==> config.mk <==
export PLATFORM = sky130hd
export DESIGN_NAME = xor_crc_serial
export DESIGN_NICKNAME = d
export VERILOG_FILES = /design/src/rtl/xor_crc_pkg.sv /design/src/rtl/xor_crc_step.sv /design/src/rtl/xor_crc_serial.sv
export SDC_FILE = /design/constraint.sdc
export NUM_CORES = 1
export LEC_CHECK = 0
export CORE_ASPECT_RATIO = 1.4
export CORE_MARGIN = 5
export CORE_UTILIZATION = 60
export DETAILED_ROUTE_END_ITERATION = 16
export PLACE_DENSITY = 0.85
export SLEW_MARGIN = 10
export SYNTH_ARGS = -nofsm -noshare
export SYNTH_HDL_FRONTEND = slang
export SYNTH_HIERARCHICAL = 1
export SYNTH_SLANG_ARGS = --single-unit
==> constraint.sdc <==
create_clock -name clk -period 3.9 [get_ports clk]
set_clock_uncertainty 0.2 [all_clocks]
set_input_delay 0.585 -clock clk [delete_from_list [all_inputs] [get_ports clk]]
set_output_delay 0.585 -clock clk [all_outputs]
set_load 0.02 [all_outputs]
==> src/rtl/xor_crc_pkg.sv <==
// Shared state encodings and CRC-8 defaults for the serial CRC engine.
package xor_crc_pkg;

   typedef enum logic [1:0] {
      ST_IDLE = 2'd0,
      ST_BUSY = 2'd1,
      ST_DONE = 2'd2
   } state_t;

   localparam logic [7:0] CRC8_POLY   = 8'h07;
   localparam logic [7:0] CRC8_INIT   = 8'h00;
   localparam logic [7:0] CRC8_XOROUT = 8'h00;

endpackage

==> src/rtl/xor_crc_step.sv <==
// Combinational single-bit CRC update, MSB-first, implicit x^WIDTH term.
module xor_crc_step #(
   parameter int               WIDTH = 8,
   parameter logic [WIDTH-1:0] POLY  = 8'h07
) (
   input  logic [WIDTH-1:0] crc_in,
   input  logic             bit_in,
   output logic [WIDTH-1:0] crc_out
);

   logic fb;

   assign fb = crc_in[WIDTH-1] ^ bit_in;

   genvar gi;
   generate
      for (gi = 0; gi < WIDTH; gi++) begin : g_bit
         if (gi == 0) begin : g_lsb
            assign crc_out[gi] = fb & POLY[gi];
         end else begin : g_upper
            assign crc_out[gi] = crc_in[gi-1] ^ (fb & POLY[gi]);
         end
      end
   endgenerate

endmodule

==> src/rtl/xor_crc_serial.sv <==
// Serial CRC engine with frame bit count and valid/ready result hold.
// Define XOR_CRC_CHECK_EN to add the crc_ok residue-check output.
module xor_crc_serial
   import xor_crc_pkg::*;
#(
   parameter int               WIDTH  = 8,
   parameter logic [WIDTH-1:0] POLY   = WIDTH'(CRC8_POLY),
   parameter logic [WIDTH-1:0] INIT   = WIDTH'(CRC8_INIT),
   parameter logic [WIDTH-1:0] XOROUT = WIDTH'(CRC8_XOROUT),
   parameter int               CNT_W  = 16
) (
   input  logic             clk,
   input  logic             rst_n,
   input  logic             in_valid,
   input  logic             in_bit,
   input  logic             in_last,
   output logic             in_ready,
   output logic             out_valid,
   input  logic             out_ready,
`ifdef XOR_CRC_CHECK_EN
   output logic             crc_ok,
`endif
   output logic [WIDTH-1:0] out_crc,
   output logic [CNT_W-1:0] out_len
);

   state_t             state_reg, state_next;
   logic [WIDTH-1:0]   crc_reg, crc_next;
   logic [CNT_W-1:0]   cnt_reg, cnt_next;
   logic               in_ready_reg, in_ready_next;
   logic               out_valid_reg, out_valid_next;
   logic [WIDTH-1:0]   out_crc_reg, out_crc_next;
   logic [CNT_W-1:0]   out_len_reg, out_len_next;
`ifdef XOR_CRC_CHECK_EN
   logic               crc_ok_reg, crc_ok_next;
`endif

   logic               beat;
   logic [WIDTH-1:0]   crc_step;
   logic [CNT_W-1:0]   cnt_inc;

   xor_crc_step #(
      .WIDTH (WIDTH),
      .POLY  (POLY)
   ) u_step (
      .crc_in  (crc_reg),
      .bit_in  (in_bit),
      .crc_out (crc_step)
   );

   assign beat    = in_valid & in_ready_reg;
   // Counter sticks at all-ones rather than wrapping on very long frames.
   assign cnt_inc = (cnt_reg == {CNT_W{1'b1}}) ? cnt_reg : cnt_reg + CNT_W'(1);

   always_comb begin
      state_next     = state_reg;
      crc_next       = crc_reg;
      cnt_next       = cnt_reg;
      in_ready_next  = in_ready_reg;
      out_valid_next = out_valid_reg;
      out_crc_next   = out_crc_reg;
      out_len_next   = out_len_reg;
`ifdef XOR_CRC_CHECK_EN
      crc_ok_next    = crc_ok_reg;
`endif
      case (state_reg)
         ST_IDLE, ST_BUSY: begin
            if (beat) begin
               crc_next = crc_step;
               cnt_next = cnt_inc;
               if (in_last) begin
                  state_next     = ST_DONE;
                  in_ready_next  = 1'b0;
                  out_valid_next = 1'b1;
                  out_crc_next   = crc_step ^ XOROUT;
                  out_len_next   = cnt_inc;
`ifdef XOR_CRC_CHECK_EN
                  crc_ok_next    = (crc_step == '0);
`endif
               end else begin
                  state_next = ST_BUSY;
               end
            end
         end
         ST_DONE: begin
            // in_ready stays low through the handshake cycle: one bubble per frame.
            if (out_ready) begin
               state_next     = ST_IDLE;
               crc_next       = INIT;
               cnt_next       = '0;
               in_ready_next  = 1'b1;
               out_valid_next = 1'b0;
            end
         end
         default: begin
            state_next     = ST_IDLE;
            crc_next       = INIT;
            cnt_next       = '0;
            in_ready_next  = 1'b1;
            out_valid_next = 1'b0;
         end
      endcase
   end

   always_ff @(posedge clk or negedge rst_n) begin
      if (!rst_n) begin
         state_reg     <= ST_IDLE;
         crc_reg       <= INIT;
         cnt_reg       <= '0;
         in_ready_reg  <= 1'b1;
         out_valid_reg <= 1'b0;
         out_crc_reg   <= '0;
         out_len_reg   <= '0;
`ifdef XOR_CRC_CHECK_EN
         crc_ok_reg    <= 1'b0;
`endif
      end else begin
         state_reg     <= state_next;
         crc_reg       <= crc_next;
         cnt_reg       <= cnt_next;
         in_ready_reg  <= in_ready_next;
         out_valid_reg <= out_valid_next;
         out_crc_reg   <= out_crc_next;
         out_len_reg   <= out_len_next;
`ifdef XOR_CRC_CHECK_EN
         crc_ok_reg    <= crc_ok_next;
`endif
      end
   end

   assign in_ready  = in_ready_reg;
   assign out_valid = out_valid_reg;
   assign out_crc   = out_crc_reg;
   assign out_len   = out_len_reg;
`ifdef XOR_CRC_CHECK_EN
   assign crc_ok    = crc_ok_reg;
`endif

endmodule

Yosys cells after proc, flatten, opt, wreduce, memory -nomap -nowiden
Cells that the tools add are included.
Operators by class
  shift operators: 0
  eq/ne operators: 6
  reductions and logical operators: 5
  multiplexer cells: 19
  multipliers: 0
  order comparisons: 0
  add/sub/neg operators: 1
  bitwise logic cells: 4
  divide/modulo/power cells: 0
Operator list (number)
  16-bit 2-to-1 mux: 3
  16-bit case mux with 2 select lines: 1
  16-bit by 1-bit adder with 16-bit output, second input constant: 1
  16-bit equality test, second input constant: 1
  8-bit 2-to-1 mux: 2
  8-bit case mux with 2 select lines: 1
  1-bit 2-to-1 mux: 6
  2-bit 2-to-1 mux: 3
  2-bit != test, second input constant: 3
  3-bit AND reduction: 2
  1-bit case mux with 2 select lines: 2
  2-bit case mux with 2 select lines: 1
  1-bit bitwise XOR: 3
  2-bit by 1-bit equality test with 1-bit output, second input constant: 1
  2-bit equality test, second input constant: 1
  2-bit zero test: 1
  2-bit AND reduction: 1
  2-bit OR reduction: 1
  1-bit AND: 1
Storage, ports and cells
  bits in latches: 0
  flip-flop bits (word level): 52
  memories kept: 0
  memory bits (read-only): 0
  word-level logic and storage cells: 42
  bits in writable memories: 0
  output and inout bits: 26
  bits of input ports: 6

Depth between registers and ports, before layout
Gate-level depths: netlist (run 1).
  word-level depth: 4
  depth in mapped cells: 8

Hierarchy
Netlist (run 1), hierarchy kept.
By module, submodules not included
  xor_crc_serial: area an instance 2691.3 um^2, times used 1, cells an instance 301, sequential area each 1302.5 um^2
  xor_crc_step: area an instance 101.3 um^2, times used 1, cells an instance 9, sequential area each 0.0 um^2

Worst setup path before layout (run 1)
OpenSTA, ideal clock, no wires.
  kind: reg2reg
  start: register cnt_reg[0]
  end: register cnt_reg[5]
  slack: 1618 ps
  buffers on the path: 3
  clock period less this slack: 2282 ps
  arrival: 2013 ps
  stages on the path, launching flop included: 9
  cell sequence: dfrtp_1 > ha_1 > buf_2 > nand4_4 > or4_1 > buf_2 > buf_6 > a211o_1 > nand3_1
Between the ends
  cells in the longest elaborated chain, start to end: 4
  elaborated cells between the ends (all ways): 5
  those cells by class: add/sub (1); eq/ne (1); mux (3)
Ends and longest elaborated chain
  start: declaration: line xor_crc_serial.sv:29  | logic [CNT_W-1:0] cnt_reg, cnt_next;
  start signal: assignment: line xor_crc_serial.sv:120  | cnt_reg <= cnt_next;
  16-bit by 1-bit adder with 16-bit output or 16-bit equality test (tied branches): line xor_crc_serial.sv:53  | assign cnt_inc = (cnt_reg == {CNT_W{1'b1}}) ? cnt_reg : cnt_reg + CNT_W'(1);
  16-bit 2-to-1 mux *: line xor_crc_serial.sv:53
  16-bit 2-to-1 mux *: line xor_crc_serial.sv:68  | if (beat) begin
  16-bit case mux with 2 select lines *: line xor_crc_serial.sv:66  | case (state_reg)
Every way passes the cells marked *; elsewhere a longest branch is shown, timed or not. The select of a mux whose other input is x is not followed.
A chain may end at the register's enable or synchronous reset.

Final worst setup path (run 1)
  start: register cnt_reg[0]
  end: register out_len_reg[5], in the netlist out_len[5]
Between the ends
  cells in the longest elaborated chain, start to end: 2
  elaborated cells between the ends (all ways): 3
  those cells by class: add/sub (1); eq/ne (1); mux (1)
Ends and longest elaborated chain
  16-bit by 1-bit adder with 16-bit output or 16-bit equality test (tied branches): line xor_crc_serial.sv:53
  16-bit 2-to-1 mux *: line xor_crc_serial.sv:53
  end signal: assignment: line xor_crc_serial.sv:124  | out_len_reg <= out_len_next;
  end: declaration: line xor_crc_serial.sv:33  | logic [CNT_W-1:0] out_len_reg, out_len_next;
Every way passes the cells marked *; elsewhere a longest branch is shown, timed or not.

==> results.json, run 1 <==
{
  "status": "finished clean",
  "cp.buffers_inverters": 0,
  "async_flop_share_pct": 100,
  "power_density_nw_per_um2": 291,
  "final_nets": 327,
  "placementRows": 29,
  "top_layer_used": "met4",
  "insertion_delay_ps": 300,
  "cts.sink_count": 52,
  "dieHeight_um": 90.7,
  "worst_path_max_delay_cell": "or4_1",
  "drive_above_1_share_pct": 7.17,
  "synth_commonest_cells": "69 x nand2_1, 51 x dfrtp_1, 19 x clkbuf_1",
  "wl_per_cell_um": 15.9,
  "final.min_clock_period_ps": 2740,
  "cts_root_buf": "clkbuf_8",
  "cts_resized": 0,
  "fmax_mhz": 365,
  "cts.path.max_buffers": 2,
  "n_antenna_cell": 0,
  "grt_pass1_vias": 2315,
  "dp.cells": 375,
  "hp-class": "primary input to async pin",
  "synth_seq_cells": 52,
  "synth_top_area_share_pct": 45.7,
  "setup-violations-final": 0,
  "crit_arrival_ps": 2730,
  "antenna_found_initial": 0,
  "yosys-top-cells-area": "dfrtp_1 46%, nand2_1 9.3%, a21oi_1 2.7%",
  "vias_per_cell": 6.18,
  "synth_enable_flop_cells": 0,
  "numPortBuffers": 31,
  "h-tree-depth": 2,
  "hold_viol": 0,
  "yosysTopAreaCell": "dfrtp_1",
  "cp-end-kind": "register",
  "final_cell_count_no_fill": 383,
  "slew_headroom_pct": 35.2,
  "dr.pass1.iters": 4,
  "start_kind": "register",
  "rsz0062_at_grt": "false",
  "post_cts_buffers": 0,
  "cpLargestDelayFamily": "simple AND/OR/NAND/NOR gates",
  "place.detailed.hpwl_mm": 4.19,
  "max_stage_delay_ps": 870,
  "overflow": 0,
  "synth_area_um2": 2790,
  "initialDrtViolationCount": 156,
  "num_io_pins": 32,
  "placed_area_um2": 3050,
  "preCtsSetupSlack_ps": 1140,
  "vias": 2366,
  "hold_buffers": 0,
  "final_util_pct": 69.7,
  "worstPathRequired_ps": 3900,
  "met1Wirelength_mm": 2.43,
  "drt-total-wl_mm": 6.07,
  "grt_max_degree": 41,
  "post-synth-top-count-cell": "nand2_1",
  "finalInstanceArea_um2": 3160,
  "synth.distinct_cells": 55,
  "place.gp.congestion": 0.896,
  "worst_slack_ps": 1160,
  "maxCapViolCount": 0,
  "slew_violations": 0,
  "synth_ff_type": "dfrtp_1",
  "grt.total_usage_pct": 21.9,
  "synth.net_count": 317,
  "clk_pin_slew_ps": 90,
  "ir_drop_mv": 0.164,
  "syn_area_per_cell_um2": 9.01,
  "fin_tns_setup_ps": 0,
  "syn_inst": 310,
  "tightest_slew_ps": 964,
  "initial_core_util_pct": 61.6,
  "n_fill_cell": 363,
  "crit_type": "register to register",
  "yosysSeqAreaShare_pct": 46.6,
  "cts_buffers": 5,
  "dieWidth_um": 67.7,
  "p_leak_nw": 1.43,
  "wl_met2_mm": 3.12,
  "drc": 0,
  "dieArea_um2": 6140,
  "route.met3.wl_um": 359,
  "path_max_fanout": 15,
  "cp_cell_sequence": "ha_1 > nand4_4 > or4_1 > and3_1 > o31ai_1",
  "yosys_warnings": 6,
  "holdWs_ps": 192,
  "post-route-period-util_pct": 70.2,
  "power.total_mw": 0.919,
  "final_antenna_net_count": 0,
  "syn2layout_area_growth_pct": 13.1,
  "cts_tree": "done",
  "core_um2": 4540,
  "grt_pass1_wl_mm": 10.6
}
## power by group
part	total (mW)	leakage [nW]	switching (mW)	internal, mW
sequential	0.539	0.697	0	0.539
clock	0.359	0.0552	0.168	0.191
combinational	0.0216	0.677	0.0141	0.00748
total	0.919	1.43	0.182	0.737
## per-layer routing
| metal | vias up | GRT usage, % |
|---|---|---|
| met5 | - | 0 |
| met2 | 86 | 36.9 |
| met4 | 0 | 9.14 |
| met3 | 16 | 3.74 |
| li1 | 1121 | - |
| met1 | 1143 | 26.8 |
## kinds of logic after synthesis
kind of cell | count (synthesis) | share of synthesized area (%)
compound gates | 67 | 16.1
xor+xnor | 5 | 2.64
fa+ha+maj | 1 | 0.448
buf+inv | 36 | 6.18
flops | 52 | 46.6
mux | 4 | 1.48
simple gates | 145 | 26.5
## worst reg2reg max path: stages, from the launching register on
cell	delay, ps
dfrtp_1	440
ha_1	390
nand4_4	230
or4_1	870
and3_1	320
o31ai_1	190
## worst paths after layout
| kind | startpoint | endpoint | slack, ps | depth (start not counted) |
|---|---|---|---|---|
| setup / recovery | cnt_reg[0]$_DFFE_PN0P_ | out_len[5]$_DFFE_PN0P_ | 1160 | 5 |
| setup reg to reg | cnt_reg[0]$_DFFE_PN0P_ | out_len[5]$_DFFE_PN0P_ | 1160 | 5 |
| min in group clk | out_crc[1]$_DFFE_PN0P_ | out_crc[1]$_DFFE_PN0P_ | 280 | 2 |
| max in group asynchronous | rst_n | cnt_reg[11]$_DFFE_PN0P_ | 2590 | 2 |
| hold reg to reg | out_crc[1]$_DFFE_PN0P_ | out_crc[1]$_DFFE_PN0P_ | 280 | 2 |
| hold / removal | rst_n | out_valid$_DFFE_PN0P_ | 190 | 1 |
## cell type report
cell class	count	area, um2	share of cell area [%]
well taps	62	77.6	2.46
multi-input cells	222	1320	41.8
flip-flops and latches	52	1300	41.2
clock inverters	2	35.0	1.11
inverters	4	15.0	0.475
repair buffers	35	335	10.6
clock buffers	6	72.6	2.30
## placed cells by master, fill, tap and decap left out, drive strengths merged, types with 2 or more instances in the layout
| master | Yosys | final |
|---|---|---|
| a41oi | 2 | 2 |
| a221oi | 2 | 2 |
| nor3 | 7 | 7 |
| and3 | 3 | 3 |
| nand3 | 8 | 8 |
| o211ai | 3 | 3 |
| clkbuf | 20 | 6 |
| clkdlybuf4s50 | 0 | 30 |
| xnor2 | 2 | 2 |
| a21o | 3 | 3 |
| o21a | 2 | 2 |
| and4 | 4 | 4 |
| nor2 | 18 | 18 |
| o31ai | 6 | 6 |
| a21oi | 15 | 15 |
| nand4 | 8 | 8 |
| buf | 12 | 5 |
| inv | 4 | 4 |
| or4 | 3 | 3 |
| dfrtp | 51 | 51 |
| nor4 | 8 | 8 |
| nand2 | 69 | 69 |
| xor3 | 2 | 2 |
| mux2i | 3 | 3 |
| nor2b | 2 | 2 |
| a31oi | 10 | 10 |
| o21ai | 10 | 10 |
| nand3b | 8 | 8 |
| o21bai | 2 | 2 |
| a211o | 4 | 4 |
No activity file was read; power rests on OpenSTA's default activity.
==> run 2: changes to the inputs <==
CORE_UTILIZATION = 56   (was 60)
PLACE_DENSITY = 0.8   (was 0.85)
clock period = 2.68 ns   (was 3.9 ns; I/O delays follow)
==> run 2 against run 1 <==
Compared with the run above: hold slack worse by 190 ps; clock-buffer cell count unchanged; the run now ends with hold timing left; critical path depth unchanged; worst setup slack worse by 860 ps; clock power up 23%.
==> results.json, run 2 (synthesis results as in run 1) <==
{
  "rr_endpoint": "out_len[5]$_DFFE_PN0P_",
  "switchingPower_mw": 0.280,
  "grt_max_degree": 53,
  "post-route-period-util_pct": 88.6,
  "regArea_um2": 1300,
  "drc": 0,
  "place.gp.congestion": 0.902,
  "layout_common_cells": "69 x nand2_1, 51 x dfrtp_1, 30 x clkdlybuf4s50_1",
  "n_antenna_cell": 0,
  "antenna_found_initial": 0,
  "num_io_pins": 32,
  "final_cell_count_no_fill": 402,
  "grt_pass1_wl_mm": 10.7,
  "holdWs_ps": -2.55,
  "combPwrFrac_pct": 2.5,
  "start_kind": "register",
  "drt-total-wl_mm": 6.19,
  "initial_core_util_pct": 57.7,
  "h-tree-depth": 2,
  "max_stage_delay_ps": 810,
  "dieHeight_um": 93.6,
  "power.total_mw": 1.26,
  "clk_pin_slew_ps": 90,
  "placed_area_um2": 3180,
  "cts_tree": "done",
  "cts_resized": 0,
  "crit_arrival_ps": 2390,
  "finalInstanceArea_um2": 3270,
  "rrSetupSlack_ps": 300,
  "grt.total_usage_pct": 20.3,
  "dr.pass1.iters": 4,
  "violations": "hold timing",
  "ir_drop_mv": 0.276,
  "final_common_cell": "nand2_1",
  "power_density_nw_per_um2": 385,
  "final.min_clock_period_ps": 2380,
  "hold_viol": 2,
  "grt_pass1_vias": 2264,
  "p_leak_nw": 1.50,
  "status": "complete, but fails checks",
  "cts_buffers": 5,
  "slew_headroom_pct": 56.0,
  "dp.cells": 394,
  "fmax_mhz": 421,
  "syn2layout_area_growth_pct": 17.0,
  "wl_per_cell_um": 15.4,
  "setup-violations-final": 0,
  "fin_tns_setup_ps": 0,
  "cts_root_buf": "clkbuf_8",
  "slew_violations": 0,
  "p_int_mw": 0.978,
  "worstPathRequired_ps": 2700,
  "worst_path_max_delay_cell": "or4_1",
  "path_max_fanout": 15,
  "numPortBuffers": 31,
  "critPathLaunch": "cnt_reg[0]$_DFFE_PN0P_",
  "overflow": 0,
  "cpLargestDelayFamily": "simple AND/OR/NAND/NOR gates",
  "tightest_slew_ps": 661,
  "hp-class": "primary input to async pin",
  "cp-end-kind": "register",
  "multiInputGateArea_um2": 1320,
  "final_nets": 344,
  "dieWidth_um": 69.7,
  "crit_cells": 5,
  "rsz0062_at_grt": "false",
  "reg2reg_from": "cnt_reg[0]$_DFFE_PN0P_",
  "maxCapViolCount": 0,
  "n_fill_cell": 397,
  "worstSetupEndpoint": "out_len[5]$_DFFE_PN0P_",
  "cts.sink_count": 52,
  "post_cts_buffers": 0,
  "crit_type": "register to register",
  "final_antenna_net_count": 0,
  "vias": 2350,
  "cp.buffers_inverters": 0,
  "swShare_pct": 22.2,
  "clkPwrFrac_pct": 35.2,
  "cts.path.max_buffers": 2,
  "vias_per_cell": 5.85,
  "worst_r2r_path_depth": 5,
  "pwr-share-seq_pct": 62.3,
  "hold_buffers": 0,
  "placementRows": 30,
  "place.detailed.hpwl_mm": 4.40,
  "insertion_delay_ps": 310,
  "cp_cell_sequence": "ha_1 > nand4_4 > or4_1 > and3_1 > o31ai_1",
  "drive_above_1_share_pct": 11.8,
  "dieArea_um2": 6520,
  "initialDrtViolationCount": 196,
  "core_um2": 4840
}
run 2: cell count changes in the layout (fill, tap and decap cells not counted):
| cell | before | now |
|---|---|---|
| buf_4 | 4 | 21 |
| bufinv_16 | 1 | 0 |
| clkinvlp_4 | 0 | 1 |
run 2: metal layers:
| metal | global-route usage (%) | vias up | wire (um) |
|---|---|---|---|
| met5 | 0 | - | 0 |
| met4 | 7.35 | 0 | 111 |
| met3 | 2.90 | 11 | 248 |
| met2 | 35.7 | 65 | 3120 |
| met1 | 25.4 | 1120 | 2720 |
| li1 | - | 1154 | - |
run 2: how the worst min path moves through the flow:
| stage | start | to |
|---|---|---|
| floorplan | rst_n | cnt_reg[0]$_DFFE_PN0P_ |
| global placement | out_crc[6]$_DFFE_PN0P_ | out_crc[6]$_DFFE_PN0P_ |
| detailed placement | out_crc[7]$_DFFE_PN0P_ | out_crc[7]$_DFFE_PN0P_ |
| CTS | rst_n | out_valid$_DFFE_PN0P_ |
| global route | rst_n | out_valid$_DFFE_PN0P_ |
| finish | rst_n | out_valid$_DFFE_PN0P_ |
run 2: layout make-up:
class / count / share of cell area (%)
multi-input combinational: 222 / 40.4
tap: 64 / 2.45
inverter: 4 / 0.460
timing repair buffer: 52 / 14.2
clock inverter: 2 / 0.383
clock buffer: 6 / 2.22
sequential: 52 / 39.9
run 2: through the flow:
| stage | util, % | hold WS [ps] | worst slack (ps) |
|---|---|---|---|
| 3_5_place_dp | 65.7 | 261 | 283 |
| 5_1_grt | 67.5 | 52.4 | 152 |
| 6_report | 67.5 | -2.55 | 305 |
| 2_1_floorplan | - | -93.6 | 398 |
| 3_3_place_gp | 65.7 | 258 | 314 |
| 4_1_cts | 67.5 | 27.5 | 290 |
run 2: power groups by stage:
stage,Combinational [mW],Sequential (mW),Clock (mW)
floorplan,0.00713,0.800,0
global placement,0.0322,0.799,0
detailed placement,0.0328,0.799,0
CTS,0.0329,0.784,0.452
global route,0.0365,0.784,0.489
finish,0.0316,0.784,0.442
==> run 3: changes to the inputs <==
REMOVE_ABC_BUFFERS = 1   (was default)
==> run 3 against run 2 <==
Compared with the run above: the flow still finishes with violations (hold timing); non-clock buffer count decreased by 1; clock-buffer cell count did not move; worst setup slack improved by 4.6 ps; cell area up 0.15%; highest routed layer unchanged; total power up 2.8%; largest power group unchanged; wire length grew 1.2%; critical path type unchanged; global-route usage increased by 0.19 points; final cell count down 0.25%; sequential share of layout area shrank 0.061 points.
==> results.json, run 3 (synthesis results as in run 1) <==
{
  "maxCapViolCount": 0,
  "power.total_mw": 1.29,
  "vias": 2378,
  "overflow": 0,
  "vias_per_cell": 5.93,
  "numPortBuffers": 31,
  "fmax_mhz": 422,
  "post-route-period-util_pct": 88.5,
  "rsz0062_at_grt": "false",
  "drive_above_1_share_pct": 11.9,
  "slew_headroom_pct": 54.7,
  "initialDrtViolationCount": 134,
  "dieHeight_um": 93.6,
  "place.gp.congestion": 0.900,
  "cts_resized": 0,
  "slew_violations": 0,
  "ir_drop_mv": 0.297,
  "dieArea_um2": 6520,
  "grt.total_usage_pct": 20.5,
  "final_antenna_net_count": 0,
  "placementRows": 30,
  "status": "complete, but fails checks",
  "wl_per_cell_um": 15.6,
  "cp-end-kind": "register",
  "p_leak_nw": 1.49,
  "drc": 0,
  "insertion_delay_ps": 320,
  "layout_common_cells": "69 x nand2_1, 51 x dfrtp_1, 30 x clkdlybuf4s50_1",
  "placed_area_um2": 3170,
  "h-tree-depth": 2,
  "tightest_slew_ps": 674,
  "finalInstanceArea_um2": 3270,
  "post_cts_buffers": 0,
  "drt-total-wl_mm": 6.27,
  "final_nets": 343,
  "clk_pin_slew_ps": 90,
  "holdWs_ps": -11.3,
  "start_kind": "register",
  "cts.path.max_buffers": 2,
  "crit_type": "register to register",
  "hp-class": "primary input to async pin",
  "final_cell_count_no_fill": 401,
  "grt_pass1_wl_mm": 10.8,
  "initial_core_util_pct": 57.7,
  "power_density_nw_per_um2": 395,
  "fin_tns_setup_ps": 0,
  "core_um2": 4840,
  "antenna_found_initial": 0,
  "num_io_pins": 32,
  "setup-violations-final": 0,
  "path_max_fanout": 15,
  "hold_buffers": 0,
  "hold_viol": 11,
  "cts.sink_count": 52,
  "dieWidth_um": 69.7,
  "grt_max_degree": 53,
  "cts_buffers": 5,
  "place.detailed.hpwl_mm": 4.39,
  "grt_pass1_vias": 2309,
  "crit_arrival_ps": 2400,
  "worstPathRequired_ps": 2710,
  "syn2layout_area_growth_pct": 17.2,
  "final.min_clock_period_ps": 2370,
  "cts_root_buf": "clkbuf_8",
  "n_antenna_cell": 0,
  "dr.pass1.iters": 5,
  "cts_tree": "done",
  "violations": "hold timing",
  "dp.cells": 393,
  "final_common_cell": "nand2_1"
}
==> run 3: changes by cell type in the layout (fill, tap and decap cells not counted) <==
cell | previous run | this run
buf_4 | 21 | 20
clkbuf_1 | 1 | 0
clkbuf_8 | 5 | 6
clkinv_2 | 1 | 0
clkinvlp_4 | 1 | 2
==> run 3: final cells by class <==
cell class	instances	area (um2)
fillers	391	1570
multi-input cells	222	1320
flip-flops and latches	52	1300
repair buffers	51	455
clock buffers	6	82.6
well taps	64	80.1
clock inverters	2	15.0
inverters	4	15.0
==> run 3: final timing paths <==
kind,cells past startpoint,from,slack [ps],endpoint
max reg2reg,5,cnt_reg[0]$_DFFE_PN0P_,310,out_len[5]$_DFFE_PN0P_
min reg2reg,2,out_crc[2]$_DFFE_PN0P_,280,out_crc[2]$_DFFE_PN0P_
min,2,rst_n,-10,out_crc[1]$_DFFE_PN0P_
max in group asynchronous,2,rst_n,1850,out_len[13]$_DFFE_PN0P_
max,5,cnt_reg[0]$_DFFE_PN0P_,310,out_len[5]$_DFFE_PN0P_
min in group clk,2,out_crc[2]$_DFFE_PN0P_,280,out_crc[2]$_DFFE_PN0P_
==> run 3: per-stage QoR <==
step / setup WS [ps] / utilization (%)
2_1_floorplan: -195 / -
3_3_place_gp: 318 / 65.6
3_5_place_dp: 282 / 65.6
4_1_cts: 310 / 67.6
5_1_grt: 192 / 67.6
6_report: 309 / 67.6
==> run 3: metal layers <==
metal,share of wire (%),global-route usage [%],up-vias
li1,-,-,1152
met2,51,35.0,77
met3,5.7,3.44,7
met4,1.8,8.31,0
met1,41,25.8,1142
met5,0,0,-
==> run 3: worst max-delay path, cell delays in order (launching register included) <==
cell	delay (ps)
dfrtp_1	450
ha_1	250
nand4_4	110
or4_1	810
and3_1	300
o31ai_1	180
==> run 3: power breakdown <==
group | internal (mW) | total (mW) | switching, mW
logic | 0.0109 | 0.0315 | 0.0207
clock network | 0.209 | 0.478 | 0.268
registers | 0.784 | 0.784 | 0
